==> src/rtl/counter_bench_pkg.sv <==
// Shared constants and width helpers for the multimode counter benchmark.
package counter_bench_pkg;

  localparam int CNT_WRAP = 0;
  localparam int CNT_SAT  = 1;

  // Largest count for a WIDTH-bit counter (WIDTH in 2..32).
  function automatic logic [31:0] max_count(input int width);
    return 32'hFFFF_FFFF >> (32 - width);
  endfunction

  // Bits needed to hold 0..prescale-1; never narrower than one bit.
  function automatic int pre_width(input int prescale);
    return (prescale <= 2) ? 1 : $clog2(prescale);
  endfunction

endpackage

==> src/rtl/counter_prescaler.sv <==
// Clock-enable prescaler: emits one tick every PRESCALE enabled cycles.
module counter_prescaler
  import counter_bench_pkg::*;
#(
  parameter int PRESCALE = 1
) (
  input  logic clk,
  input  logic reset,
  input  logic en,
  input  logic clr,
  output logic tick
);

  if (PRESCALE == 1) begin : g_bypass
    // No state at all: every enabled cycle is a tick.
    logic unused_inputs;
    assign unused_inputs = &{1'b0, clk, reset, clr};
    assign tick = en;
  end else begin : g_count
    localparam int PW = pre_width(PRESCALE);
    localparam logic [PW-1:0] LAST = PW'(PRESCALE - 1);

    logic [PW-1:0] pre_cnt;

    // NOTE: sequential state uses non-blocking assignments so every register
    // samples pre-edge values, independent of block ordering.
    always_ff @(posedge clk) begin
      if (reset || clr) begin
        pre_cnt <= '0;
      end else if (en) begin
        pre_cnt <= (pre_cnt == LAST) ? '0 : pre_cnt + 1'b1;
      end
    end

    assign tick = en && (pre_cnt == LAST);
  end

endmodule

// rtl/counter_multimode_my.sv
// Parametrised up/down counter with load, prescaler, wrap/saturate,
// terminal-count pulse and sticky overflow flag.
module counter_multimode_my
  import counter_bench_pkg::*;
#(
  parameter int WIDTH    = 8,
  parameter int PRESCALE = 1,
  parameter int SATURATE = CNT_WRAP
) (
  input  logic             clk,
  input  logic             reset,
  input  logic             en,
  input  logic             up,
  input  logic             load,
  input  logic [WIDTH-1:0] load_val,
  input  logic             clr_ovf,
  output logic [WIDTH-1:0] q,
  output logic             tc,
  output logic             ovf
);

  localparam logic [WIDTH-1:0] MAX_Q = WIDTH'(max_count(WIDTH));

  logic             tick;
  logic             boundary;
  logic [WIDTH-1:0] q_step;

  counter_prescaler #(.PRESCALE(PRESCALE)) u_prescaler (
    .clk   (clk),
    .reset (reset),
    .en    (en),
    .clr   (load),
    .tick  (tick)
  );

  // A load discards any coincident tick, so it also suppresses the event.
  // NOTE: every output of this block gets a default first, so no path can
  // leave a value unassigned and infer a latch.
  always_comb begin
    boundary = 1'b0;
    q_step   = q;
    if (tick && !load) begin
      if (up) begin
        if (q == MAX_Q) begin
          boundary = 1'b1;
          q_step   = (SATURATE == CNT_SAT) ? q : '0;
        end else begin
          q_step = q + 1'b1;
        end
      end else begin
        if (q == '0) begin
          boundary = 1'b1;
          q_step   = (SATURATE == CNT_SAT) ? q : MAX_Q;
        end else begin
          q_step = q - 1'b1;
        end
      end
    end
  end

  always_ff @(posedge clk) begin
    if (reset) begin
      q   <= '0;
      tc  <= 1'b0;
      ovf <= 1'b0;
    end else begin
      q  <= load ? load_val : q_step;
      tc <= boundary;
      // A boundary event wins over a coincident clear.
      if (boundary) begin
        ovf <= 1'b1;
      end else if (clr_ovf) begin
        ovf <= 1'b0;
      end
    end
  end

endmodule

==> config.mk <==
export PLATFORM = sky130hd
export DESIGN_NAME = counter_multimode_my
export DESIGN_NICKNAME = d
export VERILOG_FILES = /design/src/rtl/counter_bench_pkg.sv /design/src/rtl/counter_prescaler.sv /design/src/rtl/counter_multimode_my.sv
export SDC_FILE = /design/constraint.sdc
export NUM_CORES = 1
export LEC_CHECK = 0
export ABC_AREA = 1
export CAP_MARGIN = 20
export CORE_MARGIN = 10
export CORE_UTILIZATION = 40
export CTS_CLUSTER_DIAMETER = 100
export DETAILED_ROUTE_END_ITERATION = 16
export HOLD_SLACK_MARGIN = 0.08
export MAX_ROUTING_LAYER = met4
export PLACE_DENSITY_LB_ADDON = 0.05
export SYNTH_ARGS = -nofsm -noshare
export SYNTH_HDL_FRONTEND = slang
export SYNTH_SLANG_ARGS = --single-unit
==> constraint.sdc <==
create_clock -name clk -period 1.4 [get_ports clk]
set_input_delay 0.35 -clock clk [delete_from_list [all_inputs] [get_ports clk]]
set_output_delay 0.35 -clock clk [all_outputs]
set_load 0.01 [all_outputs]
==> flow_metrics.py, run 1 <==
metrics = {
    "status": {
        "status": "finished clean",
    },
    "worst_setup_path": {
        "crit_path_cell_trace": "ha_1, nand3_2, inv_2, a21oi_2, nand3_1, nand2_1, nand2_1, a21oi_1",
        "required_ns": 1.60,
        "criticalPathCategory": "reg -> reg",
        "cpPeakStageDelay_ns": 0.36,
        "endpoint_kind": "register",
        "critPathBufInv": 1,
        "ff2ff_path_depth": 8,
        "cp.arrival_ns": 1.54,
        "cp_max_fo": 5,
        "cp_common_cell": "nand2_1",
        "slowest_stage": "dfxtp_4",
        "crit_family": "flip-flops",
        "cp_num_cells": 8,
        "crit_path_start_kind": "register",
    },
    "worst_hold_path": {
        "min_path_cells": 2,
        "worst_hold_path_type": "reg -> reg",
    },
    "die": {
        "die_height_um": 69.1,
        "fp.dieW_um": 69.1,
        "core.rowCount": 17,
        "coreArea_um2": 2250,
        "initial_core_util": 0.428,
        "io_pins": 24,
        "die-area_um2": 4780,
    },
    "grt": {
        "grt_max_degree": 11,
        "grt_overflow_total": 0,
        "antenna_found_initial": 0,
        "track_usage": 0.123,
        "grt_pass1_vias": 1056,
        "grt_pass1_wl_um": 4930,
    },
    "drt": {
        "drt-initial-drc-count": 67,
        "detail-route-antenna-nets": 0,
        "wl_per_cell_um": 13.1,
        "routed_wirelength_um": 2880,
        "drc_errors": 0,
        "firstDrtPassIters": 4,
        "viasPerCell": 4.92,
        "vias": 1082,
    },
    "cells_and_area": {
        "finalNonFillerCells": 220,
        "final_area_um2": 1440,
        "nNetsFinal": 210,
        "drive_gt1_frac": 0.297,
        "diodes": 0,
        "fillers": 232,
        "syn_to_final_growth_pct": 49.2,
        "multiInputGateArea_um2": 678,
        "seqCellArea_um2": 208,
    },
    "power_and_ir_drop": {
        "peakVddDrop_uv": 763,
        "p_leak_uw": 0.000692,
        "powerDensity_nw_per_um2": 762,
        "p_total_uw": 1100,
    },
    "synth": {
        "synth_top_area_cell": "dfxtp_1",
        "synth_seq_cells": 10,
        "synth_cells": 151,
        "async_reset_ff_frac": 0,
        "syn_nets": 168,
        "ys_seq_area_frac": 0.207,
        "syn_avg_cell_area_um2": 6.40,
        "synth.most_common_cell": "nand2_1",
        "synth_common_cells": "nand2_1 (46), nand3_1 (14), inv_2 (11)",
        "synth_area_leaders": "dfxtp_1 (21%), nand2_1 (18%), nand3_1 (7.3%)",
        "syn_area_um2": 966,
        "synth_edf_count": 0,
        "ys.flop_type": "dfxtp_1",
        "ys_types": 32,
        "ys_warn_count": 0,
        "synth_top_area_frac": 0.207,
    },
    "clock_network": {
        "cts.sinks": 10,
        "htreeDepth": 1,
        "cts_root_buffer": "clkbuf_4",
        "clk_path_buf_depth": 2,
        "clkLatencyLatePin_ns": 0.27,
        "cts_tree": "built",
        "clk_pin_slew_worst_paths_ns": 0.07,
        "cts_buffers": 3,
    },
    "timing": {
        "setup_viol": 0,
        "final.setup.tns_ns": 0,
        "hold_ws_ns": 0.489,
        "worstMarginPinSlew_ns": 0.256,
        "fin_worst_skew_ns": 0.00289,
        "final.min_clock_period_ns": 1.33,
        "period_share": 0.953,
        "rsz0062_at_grt": "true",
        "finalMaxSlewViolations": 0,
        "final_hold_viol_count": 0,
        "clock.fmax_mhz": 750,
        "max_slew_margin": 0.829,
    },
    "place": {
        "postPlaceCellArea_um2": 1370,
        "io_buffers": 23,
        "gp_congestion": 0.927,
        "place_hpwl_um": 2370,
        "placed_cells": 216,
    },
    "job": {
        "maxCapViolCount": 0,
    },
}
[cell usage in the layout (no fill, tap or decap), types with 2 or more instances in the layout]
| cell type | synthesis | final |
|---|---|---|
| nor2_2 | 4 | 3 |
| nor2_1 | 10 | 10 |
| buf_4 | 2 | 16 |
| nand3_1 | 14 | 14 |
| a21oi_1 | 7 | 6 |
| o21ai_1 | 3 | 5 |
| dfxtp_1 | 10 | 6 |
| clkdlybuf4s50_1 | 0 | 13 |
| nand2_1 | 46 | 46 |
| nand4_1 | 4 | 4 |
| clkbuf_4 | 0 | 3 |
| buf_12 | 0 | 3 |
| ha_4 | 0 | 2 |
| nor2_8 | 2 | 2 |
| inv_1 | 9 | 7 |
| a21oi_2 | 1 | 2 |
| dfxtp_2 | 0 | 3 |
| dlygate4sd2_1 | 0 | 10 |
| a22oi_1 | 4 | 4 |
| xnor2_1 | 2 | 2 |
| xor2_1 | 2 | 2 |
| inv_2 | 11 | 13 |
| nor2_4 | 1 | 2 |
[state kept, by name (all words and copies together), names as in the netlist]
| signal | flops |
|---|---|
| tc | 1 |
| ovf | 1 |
| q | 8 |
[metal layers]
layer / vias up / global-route usage / share of wire
met4: 0 / 0.00665 / 0.0014
met5: - / - / 0
met2: 28 / 0.200 / 0.48
met1: 481 / 0.150 / 0.47
li1: 571 / - / -
met3: 2 / 0.0399 / 0.046
[report_power, final]
part           switching (µW)  leakage, µW  total, µW  internal, µW
combinational             260     0.000587        503           243
clock                     110    0.0000210        268           158
sequential               20.8    0.0000841        327           306
total                     391     0.000692       1100           707
[worst paths after layout]
kind	startpoint	end	slack, ns
hold reg to reg	ovf$_SDFFE_PP0P_	ovf$_SDFFE_PP0P_	0.49
setup / recovery	q[0]$_SDFFE_PP0P_	q[5]$_SDFFE_PP0P_	0.07
setup reg to reg	q[0]$_SDFFE_PP0P_	q[5]$_SDFFE_PP0P_	0.07
hold / removal	ovf$_SDFFE_PP0P_	ovf$_SDFFE_PP0P_	0.49
[timing repair]
item,4_1_cts,5_1_grt
pin swaps,0,2
buffers inserted,0,0
hold buffers,0,0
setup endpoints to repair,12,9
gates resized for setup,13,13
endpoints found under the hold margin,0,0
[stage by stage]
| stage | setup slack (ns) | utilization |
|---|---|---|
| 2_1_floorplan | 0.000502 | - |
| 3_3_place_gp | -0.0979 | 0.609 |
| 3_5_place_dp | -0.128 | 0.609 |
| 4_1_cts | 0.0464 | 0.621 |
| 5_1_grt | -0.00179 | 0.639 |
| 6_report | 0.0662 | 0.639 |
[cell type report]
class,instances,area share
Multi-Input combinational cell,115,0.470
Timing Repair Buffer,43,0.284
Sequential cell,10,0.144
Inverter,20,0.0521
Clock buffer,4,0.0252
Tap cell,28,0.0243
[kinds of logic (layout without fill, tap and decap cells)]
logic type / count (synthesis) / in the layout / synth area share
fa+ha+maj: 3 / 3 / 0.0389
flops: 10 / 10 / 0.207
buf+inv: 26 / 67 / 0.126
xor+xnor: 4 / 4 / 0.0363
compound gates: 21 / 21 / 0.135
simple gates: 87 / 87 / 0.457
[tightest hold or removal path, stage by stage (launching register included)]
cell and delay, ns:
dfxtp_1 0.32, nand3b_1 0.09, o21ai_2 0.05
Power figures use the tool's default switching activity.
==> inputs of run 2 (changes only) <==
--- a/config.mk
+++ b/config.mk
@@ -8,9 +8,10 @@
 export ABC_AREA = 1
 export CAP_MARGIN = 20
 export CORE_MARGIN = 10
-export CORE_UTILIZATION = 40
+export CORE_UTILIZATION = 52
 export CTS_CLUSTER_DIAMETER = 100
 export DETAILED_ROUTE_END_ITERATION = 16
+export GPL_TIMING_DRIVEN = 1
 export HOLD_SLACK_MARGIN = 0.08
 export MAX_ROUTING_LAYER = met4
 export PLACE_DENSITY_LB_ADDON = 0.05
==> constraint.sdc (replaced) <==
create_clock -name clk -period 1.6 [get_ports clk]
set_input_delay 0.4 -clock clk [delete_from_list [all_inputs] [get_ports clk]]
set_output_delay 0.4 -clock clk [all_outputs]
set_load 0.01 [all_outputs]
==> flow_metrics.py, run 2 (same netlist as run 1, synthesis figures left out) <==
metrics = {
    "cells_and_area": {
        "largest_reg_flops": 8,
        "top_register": "q",
        "final_area_um2": 1300,
        "diodes": 0,
        "nNetsFinal": 200,
        "reg_top3": "q x8, ovf x1, tc x1",
        "drive_gt1_frac": 0.220,
        "finalNonFillerCells": 207,
        "final_common_cell": "nand2_1",
        "layout_common_cells": "nand2_1 (46), clkdlybuf4s50_1 (19), nand3_1 (14), inv_2 (11)",
        "syn_to_final_growth_pct": 34.3,
    },
    "drt": {
        "firstDrtPassIters": 4,
        "routed_wirelength_um": 2700,
        "detail-route-antenna-nets": 0,
        "wl_per_cell_um": 13.1,
        "vias": 1097,
        "drt-initial-drc-count": 41,
        "viasPerCell": 5.30,
        "drc_errors": 0,
    },
    "worst_setup_path": {
        "crit_family": "buffers and inverters",
        "cp_max_fo": 2,
        "endpoint_kind": "primary output",
        "required_ns": 1.20,
        "cp.arrival_ns": 1.15,
        "crit_path_cell_trace": "clkdlybuf4s50_1",
        "slowest_stage": "clkdlybuf4s50_1",
        "cpPeakStageDelay_ns": 0.54,
        "criticalPathCategory": "reg -> out",
        "critPathBufInv": 1,
        "crit_path_start_kind": "register",
    },
    "timing": {
        "finalMaxSlewViolations": 0,
        "final_hold_viol_count": 0,
        "period_share": 0.969,
        "final.setup.tns_ns": 0,
        "max_slew_margin": 0.762,
        "worstMarginPinSlew_ns": 0.356,
        "final.min_clock_period_ns": 1.55,
        "rsz0062_at_grt": "false",
        "clock.fmax_mhz": 645,
        "setup_viol": 0,
        "fin_worst_skew_ns": 0.000453,
    },
    "die": {
        "die_height_um": 63.1,
        "fp.dieW_um": 63.1,
        "core.rowCount": 15,
        "coreArea_um2": 1750,
        "io_pins": 24,
        "initial_core_util": 0.553,
        "die-area_um2": 3980,
    },
    "clock_network": {
        "post_cts_resized": 4,
        "clkLatencyLatePin_ns": 0.27,
        "clk_path_buf_depth": 2,
        "cts.sinks": 10,
        "htreeDepth": 1,
        "post_cts_buffers": 0,
        "holdBufCountCts": 0,
        "cts_root_buffer": "clkbuf_4",
        "cts_tree": "built",
        "cts_buffers": 3,
        "clk_pin_slew_worst_paths_ns": 0.07,
    },
    "job": {
        "maxCapViolCount": 0,
    },
    "grt": {
        "grt_max_degree": 11,
        "antenna_found_initial": 0,
        "track_usage": 0.144,
        "grt_pass1_vias": 1043,
        "grt_overflow_total": 0,
        "grt_pass1_wl_um": 4660,
    },
    "place": {
        "placed_cells": 203,
        "place_hpwl_um": 2130,
        "gp_congestion": 0.917,
        "io_buffers": 23,
        "postPlaceCellArea_um2": 1260,
    },
    "power_and_ir_drop": {
        "peakVddDrop_uv": 631,
        "powerDensity_nw_per_um2": 696,
        "p_leak_uw": 0.000628,
    },
    "worst_hold_path": {
        "worst_hold_path_type": "reg -> reg",
    },
    "status": {
        "status": "finished clean",
    },
}
## run 2: per-layer routing
metal / routed length (µm) / vias to the layer above / part of all wire / track usage
met4: 64 / 0 / 0.024 / 0.0587
met1: 1090 / 493 / 0.40 / 0.161
met3: 227 / 8 / 0.084 / 0.0565
met5: 0 / - / 0 / -
li1: - / 548 / - / -
met2: 1320 / 48 / 0.49 / 0.226
## run 2: worst paths after layout
check	from	endpoint	slack (ns)	depth (start not counted)
worst max-delay path	q[5]$_SDFFE_PP0P_	q[5]	0.05	1
worst min-delay path	ovf$_SDFFE_PP0P_	ovf$_SDFFE_PP0P_	0.49	2
worst max register to register	q[0]$_SDFFE_PP0P_	q[5]$_SDFFE_PP0P_	0.21	10
worst min register to register	ovf$_SDFFE_PP0P_	ovf$_SDFFE_PP0P_	0.49	2
## run 2: report_power, final
| group | leakage [µW] | internal, µW | switching, µW |
|---|---|---|---|
| registers | 0.0000831 | 267 | 13.7 |
| logic | 0.000524 | 173 | 215 |
| clock network | 0.0000210 | 138 | 95.3 |
| total | 0.000628 | 579 | 324 |
## run 2: final cells by class
| cell class | instances | area (µm²) |
|---|---|---|
| Timing Repair Buffer | 33 | 308 |
| Multi-Input combinational cell | 115 | 644 |
| Sequential cell | 10 | 203 |
| Tap cell | 25 | 31.3 |
| Inverter | 20 | 75.1 |
| Clock buffer | 4 | 36.3 |
| Fill cell | 149 | 448 |
## run 2: through the flow
stage | power, µW | util | hold slack, ns | setup slack [ns]
floorplan | 546 | - | 0.507 | 0.201
global placement | 668 | 0.720 | 0.476 | 0.0501
detailed placement | 676 | 0.720 | 0.477 | 0.0387
CTS | 906 | 0.741 | 0.488 | 0.0369
global route | 967 | 0.743 | 0.533 | 0.00715
finish | 903 | 0.743 | 0.487 | 0.0499
